$ cat src/rtl/zigzag_reorder.sv
// Ping-pong 8x8 block buffer: accepts 64 coefficients in raster order and
// re-emits them in JPEG zigzag order, one coefficient per cycle on each side.
module zigzag_reorder #(
    parameter int unsigned DATA_W = 8
) (
    input  logic              clk,
    input  logic              rst,
    input  logic [DATA_W-1:0] in_data,
    input  logic              in_valid,
    output logic              in_ready,
    output logic [DATA_W-1:0] out_data,
    output logic              out_valid,
    input  logic              out_ready,
    output logic [5:0]        out_idx,
    output logic              out_last
);

    // Raster address of the coefficient at a given zigzag position.
    function automatic logic [5:0] zz_addr(input logic [5:0] pos);
        logic [5:0] a;
        case (pos)
            6'd0:  a = 6'd0;  6'd1:  a = 6'd1;  6'd2:  a = 6'd8;  6'd3:  a = 6'd16;
            6'd4:  a = 6'd9;  6'd5:  a = 6'd2;  6'd6:  a = 6'd3;  6'd7:  a = 6'd10;
            6'd8:  a = 6'd17; 6'd9:  a = 6'd24; 6'd10: a = 6'd32; 6'd11: a = 6'd25;
            6'd12: a = 6'd18; 6'd13: a = 6'd11; 6'd14: a = 6'd4;  6'd15: a = 6'd5;
            6'd16: a = 6'd12; 6'd17: a = 6'd19; 6'd18: a = 6'd26; 6'd19: a = 6'd33;
            6'd20: a = 6'd40; 6'd21: a = 6'd48; 6'd22: a = 6'd41; 6'd23: a = 6'd34;
            6'd24: a = 6'd27; 6'd25: a = 6'd20; 6'd26: a = 6'd13; 6'd27: a = 6'd6;
            6'd28: a = 6'd7;  6'd29: a = 6'd14; 6'd30: a = 6'd21; 6'd31: a = 6'd28;
            6'd32: a = 6'd35; 6'd33: a = 6'd42; 6'd34: a = 6'd49; 6'd35: a = 6'd56;
            6'd36: a = 6'd57; 6'd37: a = 6'd50; 6'd38: a = 6'd43; 6'd39: a = 6'd36;
            6'd40: a = 6'd29; 6'd41: a = 6'd22; 6'd42: a = 6'd15; 6'd43: a = 6'd23;
            6'd44: a = 6'd30; 6'd45: a = 6'd37; 6'd46: a = 6'd44; 6'd47: a = 6'd51;
            6'd48: a = 6'd58; 6'd49: a = 6'd59; 6'd50: a = 6'd52; 6'd51: a = 6'd45;
            6'd52: a = 6'd38; 6'd53: a = 6'd31; 6'd54: a = 6'd39; 6'd55: a = 6'd46;
            6'd56: a = 6'd53; 6'd57: a = 6'd60; 6'd58: a = 6'd61; 6'd59: a = 6'd54;
            6'd60: a = 6'd47; 6'd61: a = 6'd55; 6'd62: a = 6'd62;
            default: a = 6'd63;
        endcase
        return a;
    endfunction

    logic [DATA_W-1:0] mem [0:1][0:63];

    logic [1:0]        full_q, full_d;
    logic              wr_bank_q, wr_bank_d;
    logic              rd_bank_q, rd_bank_d;
    logic [5:0]        wr_idx_q, wr_idx_d;
    logic [5:0]        rd_idx_q, rd_idx_d;
    logic [DATA_W-1:0] out_data_q, out_data_d;
    logic              out_valid_q, out_valid_d;
    logic [5:0]        out_idx_q, out_idx_d;
    logic              out_last_q, out_last_d;

    logic              wr_en;
    logic              load;
    logic [DATA_W-1:0] rd_data;

    assign in_ready  = ~full_q[wr_bank_q];
    assign wr_en     = in_valid & in_ready;
    assign load      = full_q[rd_bank_q] & (~out_valid_q | out_ready);
    assign rd_data   = mem[rd_bank_q][zz_addr(rd_idx_q)];

    assign out_data  = out_data_q;
    assign out_valid = out_valid_q;
    assign out_idx   = out_idx_q;
    assign out_last  = out_last_q;

    // Bank storage; no reset needed since the full flags gate every read.
    always_ff @(posedge clk) begin
        if (wr_en) begin
            mem[wr_bank_q][wr_idx_q] <= in_data;
        end
    end

    // Next-state for write/read pointers, full flags and the output register.
    always_comb begin
        full_d      = full_q;
        wr_bank_d   = wr_bank_q;
        rd_bank_d   = rd_bank_q;
        wr_idx_d    = wr_idx_q;
        rd_idx_d    = rd_idx_q;
        out_data_d  = out_data_q;
        out_valid_d = out_valid_q;
        out_idx_d   = out_idx_q;
        out_last_d  = out_last_q;

        if (wr_en) begin
            wr_idx_d = wr_idx_q + 6'd1;
            if (wr_idx_q == 6'd63) begin
                full_d[wr_bank_q] = 1'b1;
                wr_bank_d         = ~wr_bank_q;
            end
        end

        // Writer only targets a non-full bank and reader only a full one, so
        // a completion and a release in the same cycle always hit different bits.
        if (load) begin
            out_data_d  = rd_data;
            out_idx_d   = rd_idx_q;
            out_last_d  = (rd_idx_q == 6'd63);
            out_valid_d = 1'b1;
            rd_idx_d    = rd_idx_q + 6'd1;
            if (rd_idx_q == 6'd63) begin
                full_d[rd_bank_q] = 1'b0;
                rd_bank_d         = ~rd_bank_q;
            end
        end else if (out_ready) begin
            out_valid_d = 1'b0;
        end
    end

    // Control and output registers with synchronous reset.
    always_ff @(posedge clk) begin
        if (rst) begin
            full_q      <= 2'b00;
            wr_bank_q   <= 1'b0;
            rd_bank_q   <= 1'b0;
            wr_idx_q    <= 6'd0;
            rd_idx_q    <= 6'd0;
            out_data_q  <= '0;
            out_valid_q <= 1'b0;
            out_idx_q   <= 6'd0;
            out_last_q  <= 1'b0;
        end else begin
            full_q      <= full_d;
            wr_bank_q   <= wr_bank_d;
            rd_bank_q   <= rd_bank_d;
            wr_idx_q    <= wr_idx_d;
            rd_idx_q    <= rd_idx_d;
            out_data_q  <= out_data_d;
            out_valid_q <= out_valid_d;
            out_idx_q   <= out_idx_d;
            out_last_q  <= out_last_d;
        end
    end

endmodule

$ cat config.mk
export PLATFORM = sky130hd
export DESIGN_NAME = zigzag_reorder
export DESIGN_NICKNAME = d
export VERILOG_FILES = /design/src/rtl/zigzag_reorder.sv
export SDC_FILE = /design/constraint.sdc
export NUM_CORES = 1
export LEC_CHECK = 0
export ABC_CLOCK_PERIOD_IN_PS = 9600
export BUFFER_PORTS_ARGS = -buffer_cell sky130_fd_sc_hd__buf_2
export CORE_AREA = 2 2 309 311
export DETAILED_ROUTE_END_ITERATION = 12
export DIE_AREA = 0 0 311 313
export PLACE_DENSITY = 0.69
export SLEW_MARGIN = 20
export SYNTH_ARGS = -nofsm -noshare
export SYNTH_HDL_FRONTEND = slang
export SYNTH_SLANG_ARGS = --single-unit
$ cat constraint.sdc
create_clock -name clk -period 9.6 [get_ports clk]
set_input_delay 0.96 -clock clk [delete_from_list [all_inputs] [get_ports clk]]
set_output_delay 0.96 -clock clk [all_outputs]
set_load 0.05 [all_outputs]
==> flow_summary_export.csv <==
group,metric,value,unit
place,dp_slack,5.254,ns
synthesis,yosysWarningCount,0,
min_path,hold_path_class,"reg -> reg",
finish,finalNetCount,2162,
critical_path,crit_path_max_fanout,115,
global_routing,grt_usage,0.1924,
finish,finalInstanceArea,46900,sq um
synthesis,syn_avg_cell_area,20.10,sq um
route,drt_first_iter_violations,2692,
status,status,"complete, no violations",
clock_network,cts_max_level,3,
route,drtPass1Iterations,5,
critical_path,slowest_delay,0.99,ns
clock_network,cts_hold_buf,0,
global_routing,gr-total-overflow,0,
clock_network,postCtsSetupRepairBufs,0,
die,die_area,97340,sq um
synthesis,synth_edf_count,1024,
die,die_h,313,um
route,drc,0,
sta,finalHoldViolCount,0,
sta,finalClockSkew,0.04846,ns
die,fp.coreArea,94160,sq um
die,io_pins,29,
finish,layout-drive-gt1-share,0.2243,
route,ant_nets,0,
synthesis,synth.area.top_cells,"edfxtp_1 (73%), mux4_2 (14%), dfxtp_1 (1.9%)",
route,wirelength,94210,um
clock_network,clock_latency,0.69,ns
synthesis,synth_top_area_share,0.7310,
critical_path,rr_worst_depth,7,
sta,worst_slack,5.072,ns
finish,n_antenna_cell,0,
sta,final.period_utilization,0.4717,
route,viasPerCell,5.993,
place,portBuffers,28,
job,cap_violations,0,
route,dr_total_vias,20914,
clock_network,cts_buffers,104,
place,post-dp-hpwl,57370,um
clock_network,cts_tree,"yes",
sta,drv_slew,0,
synthesis,synthArstFlopShare,0,
clock_network,cts_sinks,1063,
clock_network,post_cts_resized,0,
critical_path,crit_arrival,5.01,ns
min_path,min_delay_path_depth,2,
global_routing,grt_max_degree,116,
sta,min_period,4.528,ns
synthesis,ys_ff_latch,1063,
synthesis,synth_cell_types,73,
place,routabilityCongestion,0.8485,
power_and_ir_drop,leakagePower,0.01396,uW
critical_path,required,10.08,ns
clock_network,clk_path_buf_depth,3,
critical_path,critPathLaunchType,"flip-flop",
synthesis,syn_area,42060,sq um
finish,utilization,0.4980,
synthesis,synth_fp_nets,2118,
sta,finalSetupTns,0,ns
finish,syn2layout_area_growth,11.49,%
synthesis,yosysMostFrequentCell,"edfxtp_1",
critical_path,worstPathCellList,"buf_12 -> mux4_2 -> mux2_2 -> o211ai_1 -> o21ai_0 -> a2111oi_0 -> nor4b_1",
die,start_util,0.4467,
critical_path,end_kind,"flip-flop",
clock_network,cts_root_buf,"clkbuf_16",
synthesis,synth_flop_cell,"edfxtp_1",
critical_path,crit_type,"reg -> reg",
die,rows,113,
synthesis,yosysTopAreaCell,"edfxtp_1",
critical_path,crit_slowest_cell,"a2111oi_0",
global_routing,grt_pass1_wl,139500,um
sta,grt_setup_unrepaired,"false",
critical_path,critPathTopFamily,"compound AO/OA/AOI/OAI gates",
sta,fmaxAchievable,220.8,MHz
sta,finalSetupViolations,0,
route,wl_per_cell,26.99,um
global_routing,grt_pass1_vias,21021,
power_and_ir_drop,ir_worst_vdd,0.1358,mV
synthesis,synthCells,2093,
synthesis,synth_common_cells,"edfxtp_1 (1024), mux4_2 (261), nor2_1 (170)",
critical_path,path_depth,7,
sta,worst_slew_pin_slew,1.176,ns
clock_network,path_clk_slew,0.06,ns
global_routing,antenna_found_initial,3,
critical_path,critPathBufInv,1,
sta,hold_slack,0.4625,ns
place,place_area,43490,sq um
synthesis,ys_seq_area_frac,0.7496,
power_and_ir_drop,p_per_area,197.4,nW/um^2
sta,max_slew_margin,0.2137,
finish,fillers,7473,
die,dieWidth,311,um
==> cell type report <==
cell class              count  area [sq um]  area share
multi-input cells         901          9922      0.2116
inverters                  14         56.30    0.001201
repair buffers             53         385.4    0.008218
flip-flops and latches   1063         31540      0.6726
clock inverters            55         640.6     0.01366
clock buffers             139          2765     0.05896
well taps                1265          1583     0.03375
==> metal layers <==
metal | global-route usage | share of wire
met3 | 0.04089 | 0.087
met2 | 0.3027 | 0.48
met4 | 0.05907 | 0.028
met1 | 0.2723 | 0.41
met5 | 0 | 0.00038
==> per-stage QoR <==
stage / total power (uW) / instances
floorplan: 5210 / 2093
global placement: 5296 / 3296
detailed placement: 5305 / 3296
CTS: 9307 / 3490
global route: 9502 / 3490
finish: 9257 / 3490
==> kinds of logic (layout without fill, tap and decap cells) <==
kind of cell | after synthesis | count (layout) | synth area share
muxes | 344 | 344 | 0.1602
AOI/OAI and AO/OA | 198 | 198 | 0.03239
xor gates and xnor gates | 16 | 16 | 0.003867
DFF | 1063 | 1063 | 0.7496
adders and majority gates | 13 | 13 | 0.003867
buffers and inverters | 129 | 261 | 0.01466
and+or+nand+nor | 330 | 330 | 0.03546
==> layout by cell type, fill, tap and decap left out, types with 14 or more instances in the layout <==
cell,Yosys,layout
o21ai_0,38,38
a21oi_1,37,37
a211oi_1,16,16
clkbuf_16,0,105
edfxtp_1,1024,1024
nor2_1,170,170
o211ai_1,14,14
nand3_1,17,16
buf_2,42,20
buf_4,18,30
nand2_1,74,74
clkinv_1,2,14
mux4_2,261,261
nor2b_1,14,14
o22ai_1,19,19
mux2i_1,69,69
dfxtp_1,39,34
clkbuf_1,44,33
clkinv_2,1,21
==> registers in the layout, summed over array words and instances (netlist names), named ones only <==
register	count
rd_bank_q	1
rd_idx_q	6
out_valid	1
out_last	1
out_data	8
mem	1024
wr_bank_q	1
full_q	2
wr_idx_q	6
out_idx	6
==> where the power goes <==
part	internal [uW]	switching [uW]	total (uW)	leakage [uW]
clock network	2330	1720	4050	0.00165
logic	14.0	99.9	114	0.00279
registers	5090	3.42	5090	0.00952
total	7430	1820	9260	0.0140
==> path summary, 6_finish.rpt <==
| check | startpoint | end | slack (ns) |
|---|---|---|---|
| setup / recovery | flip-flop | out_data[6] | 5.07 |
| hold / removal | out_idx[1] | out_idx[1] | 0.46 |
| setup reg to reg | flip-flop | out_data[6] | 5.07 |
| hold reg to reg | out_idx[1] | out_idx[1] | 0.46 |
==> worst register-to-register path, cell delays in order (launching register included) <==
cell and delay [ns]:
dfxtp_4 0.98, buf_12 0.64, mux4_2 0.75, mux2_2 0.28, o211ai_1 0.26, o21ai_0 0.30, a2111oi_0 0.99, nor4b_1 0.14
No activity file was read; power rests on OpenSTA's default activity.
